**config.mk**
```make
export PLATFORM = sky130hd
export DESIGN_NAME = mem_arbiter
export DESIGN_NICKNAME = d
export VERILOG_FILES = /design/src/rtl/mem_arbiter_pkg.sv /design/src/rtl/mem_arbiter.sv
export SDC_FILE = /design/constraint.sdc
export NUM_CORES = 1
export LEC_CHECK = 0
export BUFFER_PORTS_ARGS = -buffer_cell sky130_fd_sc_hd__buf_2
export CAP_MARGIN = 30
export CORE_AREA = 3 3 274 276
export CTS_BUF_LIST = sky130_fd_sc_hd__clkbuf_4 sky130_fd_sc_hd__clkbuf_8 sky130_fd_sc_hd__clkbuf_16
export DETAILED_ROUTE_END_ITERATION = 16
export DIE_AREA = 0 0 277 279
export PLACE_DENSITY = 0.37
export SLEW_MARGIN = 30
export SYNTH_ARGS = -nofsm -noshare
export SYNTH_HDL_FRONTEND = slang
export SYNTH_SLANG_ARGS = --single-unit
```
**constraint.sdc**
```tcl
create_clock -name clk -period 14.9 [get_ports clk]
set_input_delay 3.725 -clock clk [delete_from_list [all_inputs] [get_ports clk]]
set_output_delay 3.725 -clock clk [all_outputs]
set_load 0.005 [all_outputs]
```
**src/rtl/mem_arbiter_pkg.sv**
```systemverilog
// Shared LC-3b types used by the memory arbiter: word/line widths and the
// arbiter's state encoding.
package lc3b_types;

  typedef logic [15:0]  lc3b_word;
  typedef logic [127:0] lc3b_line;

  typedef enum logic [1:0] {
    arb_idle,
    arb_serve_i,
    arb_serve_d
  } lc3b_arb_state;

endpackage

```
**src/rtl/mem_arbiter.sv**
```systemverilog
// Round-robin arbiter sharing one physical memory port between the icache and
// dcache; the granted request is latched and drives pmem until pmem_resp.
module mem_arbiter
  import lc3b_types::*;
#(
  parameter int ADDR_WIDTH = 16,
  parameter int LINE_WIDTH = 128
) (
  input  logic                  clk,
  input  logic                  reset,
  input  logic                  i_read,
  input  logic [ADDR_WIDTH-1:0] i_address,
  output logic [LINE_WIDTH-1:0] i_rdata,
  output logic                  i_resp,
  input  logic                  d_read,
  input  logic                  d_write,
  input  logic [ADDR_WIDTH-1:0] d_address,
  input  logic [LINE_WIDTH-1:0] d_wdata,
  output logic [LINE_WIDTH-1:0] d_rdata,
  output logic                  d_resp,
  output logic                  pmem_read,
  output logic                  pmem_write,
  output logic [ADDR_WIDTH-1:0] pmem_address,
  output logic [LINE_WIDTH-1:0] pmem_wdata,
  input  logic [LINE_WIDTH-1:0] pmem_rdata,
  input  logic                  pmem_resp
);

  lc3b_arb_state state, state_next;
  logic          last_grant;
  logic          op_read, op_write;
  logic [ADDR_WIDTH-1:0] addr_q;
  logic [LINE_WIDTH-1:0] wdata_q;
  logic          d_req, grant_i, grant_d;

  always_comb begin
    state_next = state;
    d_req      = d_read | d_write;
    grant_i    = 1'b0;
    grant_d    = 1'b0;
    i_resp     = 1'b0;
    d_resp     = 1'b0;
    i_rdata    = '0;
    d_rdata    = '0;
    unique case (state)
      arb_idle: begin
        // On contention the side that did not win last time is granted.
        if (d_req && (!i_read || !last_grant)) begin
          grant_d    = 1'b1;
          state_next = arb_serve_d;
        end else if (i_read) begin
          grant_i    = 1'b1;
          state_next = arb_serve_i;
        end
      end
      arb_serve_i: begin
        if (pmem_resp) begin
          i_resp     = 1'b1;
          i_rdata    = pmem_rdata;
          state_next = arb_idle;
        end
      end
      arb_serve_d: begin
        if (pmem_resp) begin
          d_resp     = 1'b1;
          d_rdata    = pmem_rdata;
          state_next = arb_idle;
        end
      end
      default: state_next = arb_idle;
    endcase
  end

  always_ff @(posedge clk or posedge reset) begin
    if (reset) begin
      state      <= arb_idle;
      last_grant <= 1'b0;
      op_read    <= 1'b0;
      op_write   <= 1'b0;
      addr_q     <= '0;
      wdata_q    <= '0;
    end else begin
      state <= state_next;
      if (grant_d) begin
        // Read and write together is treated as a writeback.
        last_grant <= 1'b1;
        op_write   <= d_write;
        op_read    <= d_read & ~d_write;
        addr_q     <= d_address;
        wdata_q    <= d_wdata;
      end else if (grant_i) begin
        last_grant <= 1'b0;
        op_read    <= 1'b1;
        op_write   <= 1'b0;
        addr_q     <= i_address;
        wdata_q    <= '0;
      end else if (state != arb_idle && pmem_resp) begin
        op_read    <= 1'b0;
        op_write   <= 1'b0;
      end
    end
  end

  // Strobes come straight from flops, so they are glitch-free and drop
  // asynchronously with reset.
  assign pmem_read    = op_read;
  assign pmem_write   = op_write;
  assign pmem_address = addr_q;
  assign pmem_wdata   = wdata_q;

endmodule

```
* Yosys cells after proc, flatten, opt, wreduce, memory -nomap -nowiden
Cells that the tools add are included.
** Word-level totals
- Word-level logic and storage cells :: 50
- Flip-flop bits (word level) :: 149
- Output and inout port bits :: 404
** Cells by class
- Bitwise logic cells :: 3
- Reductions and logical operators :: 11
- Equality and inequality tests :: 4
- Mux-type cells :: 26
** Operators with widths (number)
- $mux 128 :: 5
- $mux 16 :: 2
- $mux 1 :: 15
- $mux 2 :: 3
- $pmux 2 s2 :: 1
- $reduce_bool 2->1 :: 2
- $ne 3x3->1 const B :: 1
- $reduce_bool 3->1 :: 1
- $eq 2x1->1 const B :: 1
- $eq 2x2->1 const B :: 1
- $logic_and 1x1->1 :: 2
- $logic_not 1->1 :: 2
- $logic_not 2->1 :: 1
- $ne 2x1->1 const B :: 1
- $reduce_and 2->1 :: 1
- $reduce_or 2->1 :: 1
- $and 1x1->1 :: 1
- $logic_or 1x1->1 :: 1
- $not 1->1 :: 1
- $or 1x1->1 :: 1

* Logic depth before layout (Yosys ltp)
Gate-level depths: netlist of the first run.
- Word-level depth :: 7
- Depth in mapped cells :: 8

* Worst setup path after synthesis of the first run
No wires, ideal clock.
- Path type :: input to output
- Start :: input pmem_resp
- End :: output d_rdata[0]
- Data arrival time :: 4.601 ns
- Stages :: 4
- Path slack :: 6.574 ns
- Cell sequence :: clkbuf_1 > clkbuf_1 > clkbuf_1 > and3_1
** On the way
- Longest elaborated chain between the ends :: 2
** RTL lines
- from (decl) :: RTL line mem_arbiter.sv:26 : input logic pmem_resp
- $mux 128 :: RTL line mem_arbiter.sv:64 : if (pmem_resp) begin
- $mux 128 :: RTL line mem_arbiter.sv:45 : unique case (state)
- to (decl) :: RTL line mem_arbiter.sv:19 : output logic [LINE_WIDTH-1:0] d_rdata,
Every way passes these cells.

* Final worst setup path of the first run
- Start :: input pmem_resp
- End :: output i_rdata[10]
** On the way
- Longest elaborated chain between the ends :: 2
** RTL lines
- $mux 128 :: RTL line mem_arbiter.sv:57 : if (pmem_resp) begin
- $mux 128 :: RTL line mem_arbiter.sv:45
- to (decl) :: RTL line mem_arbiter.sv:13 : output logic [LINE_WIDTH-1:0] i_rdata,
Every way passes these cells.

==> flow_metrics.py, run 1 <==
metrics = {
    "run_status": {
        "outcome": "complete, no violations",
    },
    "setup_path": {
        "r2r_slack_ps": 11650,
        "max_stage_delay_ps": 610,
        "worstReg2RegEnd": "pmem_wdata[19]$_DFFE_PP0P_",
        "ff2ff_path_depth": 7,
        "cp_data_arrival_time_ps": 5470,
        "crit_path_start": "pmem_resp",
        "critPathKind": "input pin to output pin",
        "critPathBufInv": 3,
        "r2r-start": "state[0]$_DFFE_PP0P_",
        "cp_cell_sequence": "buf_4 > buf_6 > and3_1 > buf_2",
        "crit_path_start_kind": "input pin",
        "crit_family": "buffers and inverters",
        "cp_slowest_cell": "buf_6",
        "crit_required_ps": 11180,
        "cp-end-kind": "output pin",
        "cp_max_fo": 151,
    },
    "clock_network": {
        "clk_latency_ps": 450,
        "cts_buffer_depth": 2,
        "clkSlewWorstSetupHoldPaths_ps": 60,
        "htreeDepth": 4,
        "postCtsSetupBuffers": 0,
        "post_cts_resized": 0,
        "cts_inserted_buffers": 17,
        "root_buffer": "clkbuf_16",
        "cts.sinks": 149,
        "hold_buffers": 0,
        "cts_tree": "built",
    },
    "drt": {
        "routed_wirelength_um": 50790,
        "wl_per_cell_um": 21.79,
        "drc": 0,
        "vias": 8863,
        "drt_first_pass_iters": 5,
        "vias_per_cell": 3.802,
        "ant_nets": 0,
        "drtIter0Drc": 522,
    },
    "cells_and_area": {
        "stdcell_area_mm2": 0.01242,
        "nFillCells": 8281,
        "syn_to_final_growth_pct": 67.00,
        "final_nets": 1653,
        "drive_gt1_share_pct": 54.35,
    },
    "yosys": {
        "ys_warn_count": 0,
        "yosysTopAreaCellShare_pct": 50.15,
        "synth_area_mm2": 0.007435,
        "synth_edf_count": 0,
        "yosys.area.top_type": "dfrtp_1",
        "synthCells": 728,
        "synth-main-ff-cell": "dfrtp_1",
        "yosys-top-cells-count": "and3_1, dfrtp_1, a22o_1, clkbuf_1, nor2_1",
        "ys_seq_area_share_pct": 50.15,
        "synth_most_common_cell": "and3_1",
        "synthArstFlopShare_pct": 100.0,
        "syn_nets": 1025,
        "ys_ff_latch": 149,
        "synth.distinct_cells": 27,
        "synthTopCellsByArea": "dfrtp_1, and3_1, a22o_1",
        "synth_area_per_cell_um2": 10.21,
    },
    "grt": {
        "use_met1_pct": 14.63,
        "use_met3_pct": 3.186,
        "grt_pass1_vias": 8911,
        "grt_pass1_wl_um": 69860,
        "grt_max_degree": 152,
        "antenna_found_initial": 43,
        "overflow": 0,
        "busiest_layer": "met2",
        "grt_use_met2_pct": 22.72,
        "groute.usage.overall_pct": 12.51,
    },
    "power_and_ir_drop": {
        "powerDensity_mw_per_mm2": 168.7,
        "combPwrFrac_pct": 45.7,
        "p_sw_share_pct": 40.28,
        "worst_ir_drop_vdd_mv": 0.09889,
        "p_seq_share_pct": 33.8,
        "power.leakage_nw": 7.641,
        "p_clk_share_pct": 20.5,
        "netSwitchingPower_uw": 843.8,
        "internal_power_mw": 1.251,
    },
    "worst_hold_path": {
        "hold_start": "pmem_wdata[8]$_DFFE_PP0P_",
        "whs_path_depth": 1,
        "hold_end": "pmem_wdata[8]$_DFFE_PP0P_",
        "hold_path_class": "flip-flop to flip-flop",
    },
    "flow_run": {
        "cap_violations": 0,
    },
    "sta": {
        "slew_headroom_pct": 33.80,
        "maxSlewViolCount": 0,
        "setup_violations": 0,
        "tightest_slew_ps": 993.0,
        "hold_viol": 0,
        "fin_skew_ps": 14.88,
        "fmax_ghz": 0.1087,
        "period_needed_ps": 9198,
        "fin_crit_sh_pct": 61.73,
        "rsz0062_at_grt": "no",
        "tns_ps": 0,
    },
    "place": {
        "portBuffers": 697,
        "gp_congestion": 0.8284,
        "dp_hpwl_um": 41820,
        "placed_cell_area_mm2": 0.01182,
    },
    "floorplanning": {
        "num_io_pins": 698,
        "dieArea_mm2": 0.07728,
        "start_util_pct": 10.21,
        "num_rows": 99,
        "coreArea_mm2": 0.07283,
        "die_w_um": 277,
        "die_h_um": 279,
    },
}
-- power by group through the flow --
stage	Clock [mW]	Sequential [mW]	Combinational [mW]
global route	0.467	0.736	1.05
global placement	0	0.717	0.970
finish	0.430	0.708	0.957
CTS	0.449	0.710	0.975
floorplan	0	0.725	0.483
detailed placement	0	0.716	0.968
-- worst max-delay path by stage --
stage / endpoint / slack, ps / depth (start not counted)
2_1_floorplan: d_rdata[0] / 6570 / 4
3_3_place_gp: i_rdata[37] / 5620 / 4
3_5_place_dp: i_rdata[10] / 5560 / 4
4_1_cts: i_rdata[10] / 5560 / 4
5_1_grt: d_rdata[13] / 5570 / 4
6_report: i_rdata[10] / 5700 / 4
-- metrics by stage --
stage               setup WS (ps)  cells  hold slack (ps)  power, mW  utilization, %
floorplan                    6574    728            489.4      1.208               -
global placement             5624   2295            477.8      1.688           16.19
detailed placement           5562   2296            476.1      1.685           16.23
CTS                          5558   2328            498.7      2.133           17.03
global route                 5575   2330            506.6      2.251           17.04
finish                       5702   2331            494.9      2.095           17.05
-- layout by cell type, fill, tap and decap left out --
cell,synthesis,final
nor2_4,0,1
ha_1,3,1
and3_1,256,256
nor3_1,1,1
a21oi_1,18,18
and2_1,3,3
a31oi_1,16,16
o41ai_1,1,1
a32oi_1,1,1
buf_4,12,8
clkbuf_16,0,17
o22ai_1,1,1
nor4b_1,1,1
nand3_1,1,1
dfrtp_1,149,149
buf_16,0,1
o21ai_0,18,18
nor2_1,20,19
clkinv_8,0,3
nor2b_1,1,1
inv_8,0,3
o21ai_2,1,1
a22o_1,129,129
diode_2,0,3
nand2b_1,1,1
o21bai_1,1,1
ha_4,0,2
buf_2,18,696
inv_6,0,5
clkinvlp_4,0,1
o31ai_4,1,1
clkinv_4,0,4
buf_6,0,1
o31a_1,1,1
inv_1,4,3
o21a_1,1,1
nand2_1,2,2
-- worst register-to-register path, stage by stage, from the launching register on --
cell and delay, ps:
dfrtp_1 430, inv_1 160, ha_1 440, o21ai_2 350, nor2_4 160, buf_4 520, buf_4 810, a22o_1 330
-- state kept, by name, indices dropped and copies added (netlist names) --
| name | cells |
|---|---|
| pmem_wdata | 128 |
| pmem_address | 16 |
| state | 2 |
| last_grant | 1 |
| pmem_read | 1 |
| pmem_write | 1 |
-- routing by layer --
| layer | vias up | share of wire, % |
|---|---|---|
| li1 | 3988 | - |
| met5 | - | 0.033 |
| met2 | 522 | 51 |
| met1 | 4265 | 39 |
| met3 | 86 | 7.0 |
| met4 | 2 | 2.4 |
-- kinds of logic (layout without fill, tap and decap cells) --
kind of cell / count (synthesis) / in the layout / share of synthesized area, %
adders and majority gates: 3 / 3 / 0.5049
other: 0 / 3 / 0
AOI/OAI and AO/OA: 189 / 189 / 20.01
DFF: 149 / 149 / 50.15
buffers and inverters: 101 / 742 / 6.008
and+or+nand+nor: 286 / 286 / 23.33
-- layout make-up --
| type | instances | area [µm²] | area share, % |
|---|---|---|---|
| Multi-Input combinational cell | 478 | 3292 | 26.51 |
| Inverter | 4 | 20.02 | 0.1612 |
| Timing Repair Buffer | 706 | 3582 | 28.85 |
| Clock inverter | 15 | 160.2 | 1.290 |
| Clock buffer | 17 | 425.4 | 3.426 |
| Tap cell | 959 | 1200 | 9.664 |
| Antenna cell | 3 | 7.507 | 0.06047 |
| Sequential cell | 149 | 3729 | 30.03 |
(Power assumes the default switching activity.)
==> inputs of run 2 (changes only) <==
- CORE_AREA: 3 3 274 276 -> 3 3 268 270
- DIE_AREA: 0 0 277 279 -> 0 0 271 273
- clock period: 14.9 -> 9.45 ns (I/O delays scaled with it)
==> flow_metrics.py, run 2 (same netlist as run 1, synthesis figures left out) <==
metrics = {
    "floorplanning": {
        "die_h_um": 273,
        "num_rows": 97,
        "dieArea_mm2": 0.07398,
        "coreArea_mm2": 0.06979,
        "die_w_um": 271,
        "start_util_pct": 10.65,
        "num_io_pins": 698,
    },
    "power_and_ir_drop": {
        "worst_ir_drop_vdd_mv": 0.1246,
        "powerDensity_mw_per_mm2": 268.1,
        "p_total_mw": 3.342,
        "power.leakage_nw": 7.657,
    },
    "setup_path": {
        "critPathBufInv": 3,
        "r2r_slack_ps": 6220,
        "cp_data_arrival_time_ps": 3570,
        "max_stage_delay_ps": 360,
        "worstReg2RegEnd": "pmem_wdata[80]$_DFFE_PP0P_",
        "cp_slowest_cell": "buf_12",
        "crit_path_start_kind": "input pin",
        "critPathKind": "input pin to output pin",
        "crit_required_ps": 7090,
        "cp_max_fo": 261,
        "ff2ff_path_depth": 7,
        "r2r-start": "state[0]$_DFFE_PP0P_",
        "crit_family": "buffers and inverters",
        "cp-end-kind": "output pin",
        "cp_cell_sequence": "buf_4 > buf_12 > and3_1 > buf_2",
    },
    "place": {
        "gp_congestion": 0.8597,
        "place_ws_ps": 3622,
        "placed_cell_area_mm2": 0.01180,
        "portBuffers": 697,
        "dp_cells": 2276,
        "dp_hpwl_um": 40330,
    },
    "grt": {
        "groute.usage.overall_pct": 12.96,
        "grt_pass1_vias": 8862,
        "antenna_found_initial": 44,
        "grt_pass1_wl_um": 68650,
        "overflow": 0,
        "grt_max_degree": 262,
    },
    "clock_network": {
        "cts_inserted_buffers": 17,
        "htreeDepth": 4,
        "cts.sinks": 149,
        "clk_latency_ps": 450,
        "hold_buffers": 0,
        "cts_buffer_depth": 2,
        "clkSlewWorstSetupHoldPaths_ps": 60,
        "post_cts_resized": 0,
        "cts_tree": "built",
        "root_buffer": "clkbuf_16",
        "postCtsSetupBuffers": 0,
    },
    "worst_hold_path": {
        "hold_start": "pmem_wdata[78]$_DFFE_PP0P_",
        "hold_end": "pmem_wdata[78]$_DFFE_PP0P_",
        "whs_path_depth": 1,
        "hold_path_class": "flip-flop to flip-flop",
    },
    "sta": {
        "fin_skew_ps": 8.447,
        "fin_crit_sh_pct": 62.74,
        "hold_viol": 0,
        "slew_headroom_pct": 36.81,
        "fin_hold_ws_ps": 493.6,
        "rsz0062_at_grt": "no",
        "tightest_slew_ps": 947.9,
        "period_needed_ps": 5929,
        "fmax_ghz": 0.1687,
        "tns_ps": 0,
        "maxSlewViolCount": 0,
        "setup_violations": 0,
        "setup_ws_ps": 3521,
    },
    "cells_and_area": {
        "nFillCells": 7945,
        "largest_register_ff_count": 128,
        "final_util_pct": 17.86,
        "stdcell_area_mm2": 0.01247,
        "multi_input_area_mm2": 0.003292,
        "instances_no_fill": 2323,
        "regArea_mm2": 0.003729,
        "syn_to_final_growth_pct": 67.67,
        "final_common_cell": "buf_2",
        "final_nets": 1653,
        "drive_gt1_share_pct": 54.35,
        "layout_common_cells": "buf_2, and3_1, dfrtp_1",
    },
    "drt": {
        "vias_per_cell": 3.838,
        "drtIter0Drc": 598,
        "wl_per_cell_um": 21.58,
        "drt_first_pass_iters": 4,
        "vias": 8915,
        "drc": 0,
        "routed_wirelength_um": 50130,
        "ant_nets": 0,
    },
    "run_status": {
        "outcome": "complete, no violations",
    },
    "flow_run": {
        "cap_violations": 0,
    },
}
==> run 2: how the worst max path moves through the flow <==
stage	endpoint	slack (ps)	cells past startpoint	startpoint
2_1_floorplan	last_grant$_DFFE_PP0P_	3080	1	reset
3_3_place_gp	i_rdata[63]	3620	4	pmem_resp
3_5_place_dp	i_rdata[63]	3620	4	pmem_resp
4_1_cts	i_rdata[63]	3610	4	pmem_resp
5_1_grt	i_rdata[55]	3470	4	pmem_resp
6_report	d_rdata[8]	3520	4	pmem_resp
==> run 2: per-layer routing <==
metal / global-route usage, % / wire (µm) / up-vias
met2: 22.83 / 25790 / 525
met4: 6.474 / 1643 / 8
met5: 0 / 57 / -
met1: 13.72 / 18340 / 4281
met3: 4.565 / 4293 / 91
li1: - / - / 4010
==> run 2: worst register-to-register path, stage by stage (launching register included) <==
cell     delay [ps]
dfrtp_1         430
inv_1           160
ha_1            410
o21ai_2         360
nor2_4          160
buf_4           530
buf_4           810
a22o_1          310
==> run 2: power breakdown <==
| group | switching, mW | leakage, nW | internal (mW) | total (mW) |
|---|---|---|---|---|
| combinational | 0.848 | 5.48 | 0.687 | 1.53 |
| sequential | 0.161 | 1.89 | 0.948 | 1.11 |
| clock | 0.317 | 0.287 | 0.381 | 0.699 |
| total | 1.33 | 7.66 | 2.02 | 3.34 |
==> run 2: area by class of cell <==
type / instances / share of cell area (%)
diodes: 14 / 0.2810
multi-input cells: 478 / 26.41
clock inverters: 14 / 1.255
clock buffers: 18 / 3.523
repair buffers: 706 / 29.03
well taps: 940 / 9.435
flip-flops and latches: 149 / 29.91
inverters: 4 / 0.1606
==> inputs of run 3 (changes only) <==
- CORE_AREA: 3 3 268 270 -> 3 3 272 274
- DIE_AREA: 0 0 271 273 -> 0 0 275 277
- PLACE_DENSITY: 0.37 -> 0.38
- clock period: 9.45 -> 5.2 ns (I/O delays scaled with it)
==> flow_metrics.py, run 3 (same netlist as run 1, synthesis figures left out) <==
metrics = {
    "cells_and_area": {
        "nFillCells": 8159,
        "multi_input_area_mm2": 0.003292,
        "final_nets": 1661,
        "final_common_cell": "buf_2",
        "stdcell_area_mm2": 0.01253,
        "drive_gt1_share_pct": 54.61,
        "regArea_mm2": 0.003729,
        "instances_no_fill": 2336,
        "syn_to_final_growth_pct": 68.60,
        "layout_common_cells": "buf_2, and3_1, dfrtp_1",
        "largest_register_ff_count": 128,
    },
    "setup_path": {
        "crit_path_start": "state[0]$_DFFE_PP0P_",
        "ff2ff_path_depth": 7,
        "cp-end-kind": "output pin",
        "critPathKind": "flip-flop to output pin",
        "cp_slowest_cell": "ha_4",
        "max_stage_delay_ps": 680,
        "cp_cell_sequence": "inv_1 > ha_4 > buf_4 > and3_1 > buf_2",
        "cp_data_arrival_time_ps": 2570,
        "crit_path_start_kind": "flip-flop",
        "cp_max_fo": 100,
        "r2r_slack_ps": 2500,
        "crit_required_ps": 3900,
        "r2r-start": "state[0]$_DFFE_PP0P_",
    },
    "worst_hold_path": {
        "hold_start": "pmem_wdata[94]$_DFFE_PP0P_",
        "whs_path_depth": 1,
        "hold_path_class": "flip-flop to flip-flop",
    },
    "place": {
        "placed_cell_area_mm2": 0.01192,
        "portBuffers": 697,
        "gp_congestion": 0.8953,
        "dp_hpwl_um": 42290,
        "dp_cells": 2295,
    },
    "clock_network": {
        "clk_latency_ps": 440,
        "hold_buffers": 0,
        "htreeDepth": 4,
        "postCtsSetupBuffers": 0,
        "post_cts_resized": 0,
        "cts_buffer_depth": 2,
        "cts_tree": "built",
        "cts_inserted_buffers": 17,
        "cts.sinks": 149,
        "root_buffer": "clkbuf_16",
        "clkSlewWorstSetupHoldPaths_ps": 60,
    },
    "sta": {
        "rsz0062_at_grt": "no",
        "fin_skew_ps": 9.234,
        "maxSlewViolCount": 0,
        "tightest_slew_ps": 901.0,
        "period_needed_ps": 3874,
        "tns_ps": 0,
        "fin_hold_ws_ps": 493.1,
        "setup_violations": 0,
        "slew_headroom_pct": 39.93,
        "hold_viol": 0,
        "fmax_ghz": 0.2581,
        "fin_crit_sh_pct": 74.50,
    },
    "grt": {
        "grt_max_degree": 141,
        "groute.usage.overall_pct": 12.71,
        "grt_pass1_wl_um": 69300,
        "grt_pass1_vias": 8980,
        "overflow": 0,
        "antenna_found_initial": 50,
    },
    "floorplanning": {
        "coreArea_mm2": 0.07161,
        "die_h_um": 277,
        "num_rows": 98,
        "die_w_um": 275,
        "dieArea_mm2": 0.07618,
        "num_io_pins": 698,
        "start_util_pct": 10.38,
    },
    "drt": {
        "drc": 0,
        "routed_wirelength_um": 51160,
        "ant_nets": 0,
        "drtIter0Drc": 518,
        "wl_per_cell_um": 21.90,
        "vias_per_cell": 3.848,
        "vias": 8989,
        "drt_first_pass_iters": 5,
    },
    "power_and_ir_drop": {
        "power.leakage_nw": 7.702,
        "worst_ir_drop_vdd_mv": 0.2550,
        "powerDensity_mw_per_mm2": 488.1,
        "p_total_mw": 6.118,
    },
    "run_status": {
        "outcome": "complete, no violations",
    },
    "flow_run": {
        "cap_violations": 0,
    },
}
run 3: changes by cell type in the layout (fill, tap and decap cells not counted), sizes merged:
cell	before	now
diode	14	9
buf	706	714
clkinvlp	2	1
clkinv	4	5
run 3: area by class of cell:
class	instances	share of cell area, %
Multi-Input combinational cell	478	26.26
Tap cell	950	9.483
Antenna cell	9	0.1797
Clock inverter	14	1.248
Timing Repair Buffer	714	29.43
Clock buffer	18	3.504
Sequential cell	149	29.75
Inverter	4	0.1497
run 3: power breakdown:
group | switching, mW | internal, mW
Clock | 0.571 | 0.694
Sequential | 0.312 | 1.72
Combinational | 1.55 | 1.27
Total | 2.43 | 3.69
run 3: layer usage:
layer | track usage, % | share of wire [%] | vias to the layer above
li1 | - | - | 4017
met1 | 13.09 | 35 | 4285
met2 | 23.86 | 52 | 571
met3 | 3.604 | 9.2 | 110
met4 | 5.118 | 3.9 | 6
met5 | 0 | 0.066 | -
run 3: path summary, 6_finish.rpt:
kind                                               end
max                                        d_rdata[27]
min reg2reg                 pmem_wdata[94]$_DFFE_PP0P_
min                         pmem_wdata[94]$_DFFE_PP0P_
min in group asynchronous  pmem_wdata[117]$_DFFE_PP0P_
max reg2reg                 pmem_wdata[62]$_DFFE_PP0P_
max in group asynchronous  pmem_wdata[100]$_DFFE_PP0P_
run 3: per-stage QoR:
stage / util (%) / worst slack [ps]
global route: 17.49 / 1197
detailed placement: 16.64 / 1484
floorplan: - / 1724
global placement: 16.60 / 1517
CTS: 17.47 / 1362
finish: 17.50 / 1326
run 3: critical path: cells and delay by family, from the launching register on:
kind	cells	cell delay, ps
buffers and inverters	3	680
AND/OR/NAND/NOR	1	210
adder cells (fa/ha/maj)	1	680
flip-flops	1	420
